<file path="src/rtl/sin_inverse_search.sv">
// Inverts the sine-easing table: smallest x with sin_tab(x) >= target, 8-step binary search.
// Optional out_err port (sin_tab(out_x) - target) is built when SIN_INV_ERR_OUT_EN is defined.
module sin_inverse_search #(
    parameter int STICKY_LAST = 0
) (
    input  logic       clk,
    input  logic       rst,
    input  logic       in_valid,
    output logic       in_ready,
    input  logic [7:0] in_target,
    output logic       out_valid,
    input  logic       out_ready,
    output logic [7:0] out_x,
    output logic       out_exact
`ifdef SIN_INV_ERR_OUT_EN
    ,
    output logic [7:0] out_err
`endif
);

    typedef enum logic [1:0] {IDLE, SEARCH, DONE} state_t;

    localparam real PI = 3.14159265358979323846;

    // sin_tab(x) = round(127.5 * (1 - cos(pi * x / 256))), folded at elaboration
    logic [7:0] sin_tab [256];
    for (genvar i = 0; i < 256; i++) begin : g_tab
        localparam real ANG = PI * i / 256.0;
        localparam int VAL = $rtoi(127.5 * (1.0 - $cos(ANG)) + 0.5 + 1.0e-9);
        assign sin_tab[i] = VAL[7:0];
    end

    state_t     state_q, state_d;
    logic [7:0] lo_q, lo_d;
    logic [7:0] hi_q, hi_d;
    logic [7:0] hv_q, hv_d;
    logic [2:0] cnt_q, cnt_d;
    logic [7:0] tgt_q, tgt_d;
    logic [7:0] x_q, x_d;
    logic       exact_q, exact_d;
    logic       valid_q, valid_d;
    logic       cache_vld_q, cache_vld_d;
    logic [7:0] cache_tgt_q, cache_tgt_d;
    logic [7:0] cache_x_q, cache_x_d;
    logic       cache_exact_q, cache_exact_d;
`ifdef SIN_INV_ERR_OUT_EN
    logic [7:0] err_q, err_d;
    logic [7:0] cache_err_q, cache_err_d;
`endif

    logic [7:0] mid;
    logic [7:0] tab_mid;
    logic       ge;

    assign mid     = 8'(({1'b0, lo_q} + {1'b0, hi_q}) >> 1);
    assign tab_mid = sin_tab[mid];
    assign ge      = tab_mid >= tgt_q;

    // hv tracks sin_tab(hi), so the final value at lo==hi needs no second lookup
    always_comb begin
        state_d       = state_q;
        lo_d          = lo_q;
        hi_d          = hi_q;
        hv_d          = hv_q;
        cnt_d         = cnt_q;
        tgt_d         = tgt_q;
        x_d           = x_q;
        exact_d       = exact_q;
        valid_d       = valid_q;
        cache_vld_d   = cache_vld_q;
        cache_tgt_d   = cache_tgt_q;
        cache_x_d     = cache_x_q;
        cache_exact_d = cache_exact_q;
`ifdef SIN_INV_ERR_OUT_EN
        err_d         = err_q;
        cache_err_d   = cache_err_q;
`endif
        in_ready      = (state_q == IDLE) && !rst;

        unique case (state_q)
            IDLE: begin
                if (in_valid && in_ready) begin
                    if (STICKY_LAST != 0 && cache_vld_q &&
                        in_target == cache_tgt_q) begin
                        x_d     = cache_x_q;
                        exact_d = cache_exact_q;
`ifdef SIN_INV_ERR_OUT_EN
                        err_d   = cache_err_q;
`endif
                        valid_d = 1'b1;
                        state_d = DONE;
                    end else begin
                        tgt_d   = in_target;
                        lo_d    = 8'd0;
                        hi_d    = 8'd255;
                        hv_d    = 8'd255;
                        cnt_d   = 3'd0;
                        state_d = SEARCH;
                    end
                end
            end
            SEARCH: begin
                if (lo_q != hi_q) begin
                    if (ge) begin
                        hi_d = mid;
                        hv_d = tab_mid;
                    end else begin
                        lo_d = mid + 8'd1;
                    end
                end
                cnt_d = cnt_q + 3'd1;
                if (cnt_q == 3'd7) begin
                    x_d     = lo_d;
                    exact_d = (hv_d == tgt_q);
`ifdef SIN_INV_ERR_OUT_EN
                    err_d   = hv_d - tgt_q;
`endif
                    valid_d = 1'b1;
                    state_d = DONE;
                    if (STICKY_LAST != 0) begin
                        cache_vld_d   = 1'b1;
                        cache_tgt_d   = tgt_q;
                        cache_x_d     = lo_d;
                        cache_exact_d = (hv_d == tgt_q);
`ifdef SIN_INV_ERR_OUT_EN
                        cache_err_d   = hv_d - tgt_q;
`endif
                    end
                end
            end
            DONE: begin
                if (out_ready) begin
                    valid_d = 1'b0;
                    state_d = IDLE;
                end
            end
            default: state_d = IDLE;
        endcase
    end

    always_ff @(posedge clk) begin
        if (rst) begin
            state_q       <= IDLE;
            lo_q          <= 8'd0;
            hi_q          <= 8'd0;
            hv_q          <= 8'd0;
            cnt_q         <= 3'd0;
            tgt_q         <= 8'd0;
            x_q           <= 8'd0;
            exact_q       <= 1'b0;
            valid_q       <= 1'b0;
            cache_vld_q   <= 1'b0;
            cache_tgt_q   <= 8'd0;
            cache_x_q     <= 8'd0;
            cache_exact_q <= 1'b0;
`ifdef SIN_INV_ERR_OUT_EN
            err_q         <= 8'd0;
            cache_err_q   <= 8'd0;
`endif
        end else begin
            state_q       <= state_d;
            lo_q          <= lo_d;
            hi_q          <= hi_d;
            hv_q          <= hv_d;
            cnt_q         <= cnt_d;
            tgt_q         <= tgt_d;
            x_q           <= x_d;
            exact_q       <= exact_d;
            valid_q       <= valid_d;
            cache_vld_q   <= cache_vld_d;
            cache_tgt_q   <= cache_tgt_d;
            cache_x_q     <= cache_x_d;
            cache_exact_q <= cache_exact_d;
`ifdef SIN_INV_ERR_OUT_EN
            err_q         <= err_d;
            cache_err_q   <= cache_err_d;
`endif
        end
    end

    assign out_valid = valid_q;
    assign out_x     = x_q;
    assign out_exact = exact_q;
`ifdef SIN_INV_ERR_OUT_EN
    assign out_err   = err_q;
`endif

endmodule

</file>
<file path="config.mk">
export PLATFORM = sky130hd
export DESIGN_NAME = sin_inverse_search
export DESIGN_NICKNAME = d
export VERILOG_FILES = /design/src/rtl/sin_inverse_search.sv
export SDC_FILE = /design/constraint.sdc
export NUM_CORES = 1
export LEC_CHECK = 0
export ABC_AREA = 1
export CAP_MARGIN = 20
export CORE_ASPECT_RATIO = 2
export CORE_MARGIN = 8
export CORE_UTILIZATION = 40
export CTS_CLUSTER_DIAMETER = 30
export DETAILED_ROUTE_END_ITERATION = 10
export MAX_ROUTING_LAYER = met4
export PLACE_DENSITY = 0.6
export SETUP_SLACK_MARGIN = 0.5
export SLEW_MARGIN = 30
export SYNTH_ARGS = -nofsm -noshare
export SYNTH_HDL_FRONTEND = slang
export SYNTH_SLANG_ARGS = --single-unit
</file>
<file path="constraint.sdc">
create_clock -name clk -period 9.5 [get_ports clk]
set_input_delay 1.9 -clock clk [delete_from_list [all_inputs] [get_ports clk]]
set_output_delay 1.9 -clock clk [all_outputs]
set_load 0.1 [all_outputs]
</file>
== Yosys cells after proc, flatten, opt, wreduce, memory -nomap -nowiden ==
Memory sizes are Yosys's and may differ from the RTL's.
Index checks and enable logic that the tools add are counted.

* Bits in registers: 47
* Logic and storage cells: 61
* Memories: 1
* Input port bits: 12
* Output and inout port bits: 11
* Memory bits (read-only): 2048

{| class="wikitable"
|+ Memories
! name !! words !! width !! read ports !! clocked after memory_dff !! wr ports !! RTL line !! source
|-
| (name not given) || 256 || 8 || 1 || 0 || 0 || 56 || <nowiki>assign tab_mid = sin_tab[mid];</nowiki>
|}

* Order comparisons: 2
* Mux-type cells: 23
* Bitwise operators: 1
* Reductions and logical operators: 12
* Add/subtract/negate cells: 3
* Eq/ne operators: 10

{| class="wikitable"
|+ Operators by type and width
! cell !! count
|-
| $mux 8 || 11
|-
| $pmux 8 s2 || 3
|-
| $add 8x8->9 || 1
|-
| $ge 9x9->1 const B || 1
|-
| $not 8->9 || 1
|-
| $add 8x1->8 const B || 1
|-
| $eq 8x8->1 || 1
|-
| $ge 8x8->1 || 1
|-
| $ne 2x2->1 const B || 4
|-
| $ne 8x8->1 || 1
|-
| $mux 2 || 3
|-
| $pmux 2 s3 || 1
|-
| $pmux 3 s2 || 1
|-
| $reduce_and 2->1 || 3
|-
| $reduce_and 3->1 || 2
|-
| $reduce_and 4->1 || 1
|-
| $reduce_bool 2->1 || 2
|-
| $add 3x1->3 const B || 1
|-
| $eq 3x3->1 const B || 1
|-
| $mux 3 || 1
|-
| $eq 2x1->1 const B || 1
|-
| $eq 2x2->1 const B || 1
|-
| $logic_and 1x1->1 || 2
|-
| $logic_not 2->1 || 1
|-
| other kinds (4) || 5
|}

== Depth between registers and ports, before layout ==
* Depth after elaboration: 10
* Mapped depth: 34
* Mapped depth without buffers: 32

== Least setup slack after synthesis ==
OpenSTA, ideal clock, no wires.

* Path kind: in2out
* Start point: input rst
* End point: output in_ready
* Stages: 2
* Slack: 3448 ps
* Path buffers: 1
* Data required time: 7600 ps
* Arrival: 4152 ps
* Cell sequence: clkbuf_1 nor3_1

* Cells in the longest elaborated chain, start to end: 2

{| class="wikitable"
|+ RTL lines
! item !! RTL line !! source
|-
| from (decl) || 7 || <nowiki>input logic rst,</nowiki>
|-
| $logic_not 1->1 || 78 || <nowiki>in_ready = (state_q == IDLE) && !rst;</nowiki>
|-
| $logic_and 1x1->1 || 78 ||
|-
| to (decl) || 9 || <nowiki>output logic in_ready,</nowiki>
|}

No other way between the ends.

== Worst setup path in the final report ==
Ends and elaborated chain as after synthesis.

==> impl_results.md <==
- Maximum net fanout on the critical path: 18
- Required time at the worst-slack endpoint: 7.60 ns
- Post-Syn Area per Cell: 6.09 µm²
- Warning count from the yosys run: 0
- Type of the worst min-delay path: reg -> reg
- Top cells by area, synth: sky130_fd_sc_hd__dfxtp_1 (22%), sky130_fd_sc_hd__nand2_1 (19%), sky130_fd_sc_hd__nand3_1 (16%), sky130_fd_sc_hd__ha_1 (8.9%), sky130_fd_sc_hd__inv_1 (5.3%)
- Startpoint of the lowest-slack hold path: out_valid$_SDFFE_PP0P_
- Antenna violations before repair: 0
- Reg2reg path depth: 28
- Worst path buffer plus inverter count: 2
- Hold EP: out_valid$_SDFFE_PP0P_
- Pin count of the biggest net entering global routing: 44
- Library cell contributing the largest single delay on the critical path: sky130_fd_sc_hd__clkdlybuf4s50_1
- Half-perimeter wire length after placement: 10900 µm
- Cell family with most CP delay: buffers and inverters
- Number of stages on the worst setup path: 3
- N_diodes: 0
- End of the worst register-to-register path: out_exact$_SDFFE_PP0P_
- TritonCTS Sinks: 47
- Floorplan die area: 0.0147 mm²
- Synth unique cells: 36
- Signed area change from the synthesized netlist to the final layout: 8.10%
- Minimum hold slack: 0.468 ns
- Clock buffer count from CTS: 5
- Classification of the worst setup path: in -> out
- CP most frequent cell: sky130_fd_sc_hd__clkdlybuf4s50_1
- Cell-by-cell trace of the critical path: clkdlybuf4s50_1 -> nor3_1 -> clkdlybuf4s50_1
- Setup Buffers After CTS: 0
- Placer congestion estimate: 0.908
- IO Count: 23
- Unrepaired setup endpoints after global routing: no
- Number of H-tree levels: 2
- Total count of max-transition violations in the final report: 0
- Number of synthesized register bits: 47
- Critical path arrival: 4.18 ns
- Fraction of registers with async set or reset after synthesis: 0%
- Setup TNS: 0 ns
- Final Routed Wirelength: 14200 µm
- Total standard cell area after synthesis: 0.00437 mm²
- Remaining DRCs: 0
- Achievable clock frequency: 164 MHz
- Cell type contributing the most total cell area after synthesis: sky130_fd_sc_hd__dfxtp_1
- Share of the synthesized area in the top cell type: 21.5%
- Total global routing track utilization: 19.5%
- Worst-case clock buffer depth: 2
- Fraction of final layout cells with drive strength greater than 1: 5.87%
- Post-Route Skew: 0.00373 ns
- Detailed router's first-iteration violation count: 326
- CP Capture Type: output port
- Most common cell in the synthesized netlist: sky130_fd_sc_hd__nand2_1
- FF-to-FF setup slack: 3.89 ns
- Pin slew with the least headroom to its limit: 0.984 ns
- First-pass GRT wire length: 23000 µm
- Clock network latency to the later pin of the worst-skew pair: 0.29 ns
- Post-DRT Antenna Nets: 0
- Clock tree from TritonCTS: yes
- Beginning of the worst register-to-register path: lo_q[0]$_SDFFE_PP0P_
- Number of standard-cell rows in the floorplan: 54
- Final Hold Violating Endpoints: 0
- Routed len/inst: 16.5 µm
- Overall via count from detail_route: 4847
- Post_cts resized: 0
- Die Height: 164 µm
- Ranking of synthesized cells by instance count: sky130_fd_sc_hd__nand2_1 (225), sky130_fd_sc_hd__nand3_1 (137), sky130_fd_sc_hd__inv_1 (62)
- Routed vias/inst: 5.66
- Worst hold stages: 2
- CTS Hold Buffers Added: 0
- Overall overflow remaining after global route: 0
- Result of the run: finished clean
- CORE AREA: 0.0108 mm²
- Buffer type at the clock tree root: sky130_fd_sc_hd__clkbuf_16
- Worst slew slack as a fraction of its limit: 34.2%
- Net count of the finished layout: 759
- Clock slew at reported path FFs: 0.06 ns
- Critical path startpoint category: input pin
- Buffers added on ports: 22
- Max cap viols: 0
- Number of instances in the synthesized netlist: 718
- Most used DFF post-synth: sky130_fd_sc_hd__dfxtp_1
- Initial core utilization: 40.5%
- Number of flops mapped to enable cells by yosys: 0
- Vias in the first global route: 4671
- Maximum single-stage delay on the critical path: 1.19 ns
- Count of final setup violators: 0
- First-pass iteration count of the detailed router: 5
- Syn nets: 762
- Die width: 89.9 µm
- Part of the Yosys area used for sequential elements: 21.5%
- Final Cycle Share: 64.0%
- Final worst path period need: 6.08 ns
flip-flops by register name, summed over array words and instances, names as in the netlist:
signal	cells
state_q	2
out_valid	1
hv_q	8
out_exact	1
hi_q	8
cnt_q	3
lo_q	8
tgt_q	8
out_x	8
metrics by stage:
| step | cell area [µm²] | util [%] | instances | setup WS (ns) |
|---|---|---|---|---|
| 3_3_place_gp | 4560 | 42.1 | 848 | 3.41 |
| 2_1_floorplan | 4370 | - | 718 | 3.45 |
| 3_5_place_dp | 4560 | 42.1 | 848 | 3.41 |
| 5_1_grt | 4730 | 43.7 | 856 | 3.31 |
| 4_1_cts | 4730 | 43.7 | 856 | 3.40 |
| 6_report | 4730 | 43.7 | 856 | 3.42 |
worst max-delay path by stage:
stage                     start        to
final                       rst  in_ready
after global routing        rst  in_ready
after CTS                   rst  in_ready
after detailed placement    rst  in_ready
after global placement      rst  in_ready
after floorplan             rst  in_ready
kinds of logic (layout without fill, tap and decap cells):
group	count (synthesis)	after routing	synth area share, %
DFF	47	47	21.5
and+or+nand+nor	423	423	43.0
buffers and inverters	100	98	10.8
xor gates and xnor gates	6	6	1.37
AOI/OAI and AO/OA	110	110	13.9
adders and majority gates	32	32	9.33
final cells by class:
class,count,area [µm²]
clock buffers,5,125
inverters,67,254
clock inverters,3,46.3
fillers,1249,6080
multi-input cells,571,2960
flip-flops and latches,47,941
well taps,140,175
repair buffers,23,228
metal layers:
layer,up-vias,wire (µm),GRT usage [%]
met5,-,0,-
met3,51,374,1.69
met4,0,858,14.5
li1,2373,-,-
met2,146,7550,36.6
met1,2277,5380,18.0
cell usage in the layout, fill, tap and decap left out, types with 2 or more instances in the layout:
| cell | count |
|---|---|
| sky130_fd_sc_hd__nor2_1 | 20 |
| sky130_fd_sc_hd__clkbuf_16 | 5 |
| sky130_fd_sc_hd__o21ai_0 | 44 |
| sky130_fd_sc_hd__clkdlybuf4s50_1 | 22 |
| sky130_fd_sc_hd__a21oi_1 | 44 |
| sky130_fd_sc_hd__nand3_1 | 137 |
| sky130_fd_sc_hd__or2_2 | 5 |
| sky130_fd_sc_hd__inv_2 | 4 |
| sky130_fd_sc_hd__nand2_2 | 13 |
| sky130_fd_sc_hd__inv_1 | 62 |
| sky130_fd_sc_hd__a221oi_1 | 2 |
| sky130_fd_sc_hd__a31oi_1 | 3 |
| sky130_fd_sc_hd__or2_1 | 2 |
| sky130_fd_sc_hd__xor2_1 | 4 |
| sky130_fd_sc_hd__nor3_1 | 3 |
| sky130_fd_sc_hd__nand2_1 | 225 |
| sky130_fd_sc_hd__o211ai_1 | 4 |
| sky130_fd_sc_hd__a21oi_2 | 4 |
| sky130_fd_sc_hd__dfxtp_1 | 47 |
| sky130_fd_sc_hd__nand4_1 | 10 |
| sky130_fd_sc_hd__o21bai_1 | 6 |
| sky130_fd_sc_hd__nor4_1 | 2 |
| sky130_fd_sc_hd__nand3_2 | 3 |
| sky130_fd_sc_hd__ha_1 | 31 |
worst min-delay path, delay by kind of cell (launching register included):
| family | cells | cell delay (ns) |
|---|---|---|
| flops | 1 | 0.31 |
| compound gates | 1 | 0.05 |
| simple gates | 1 | 0.06 |
Power is not shown: default switching activity piles up to over one toggle a cycle in this logic, so the estimate is an artifact.
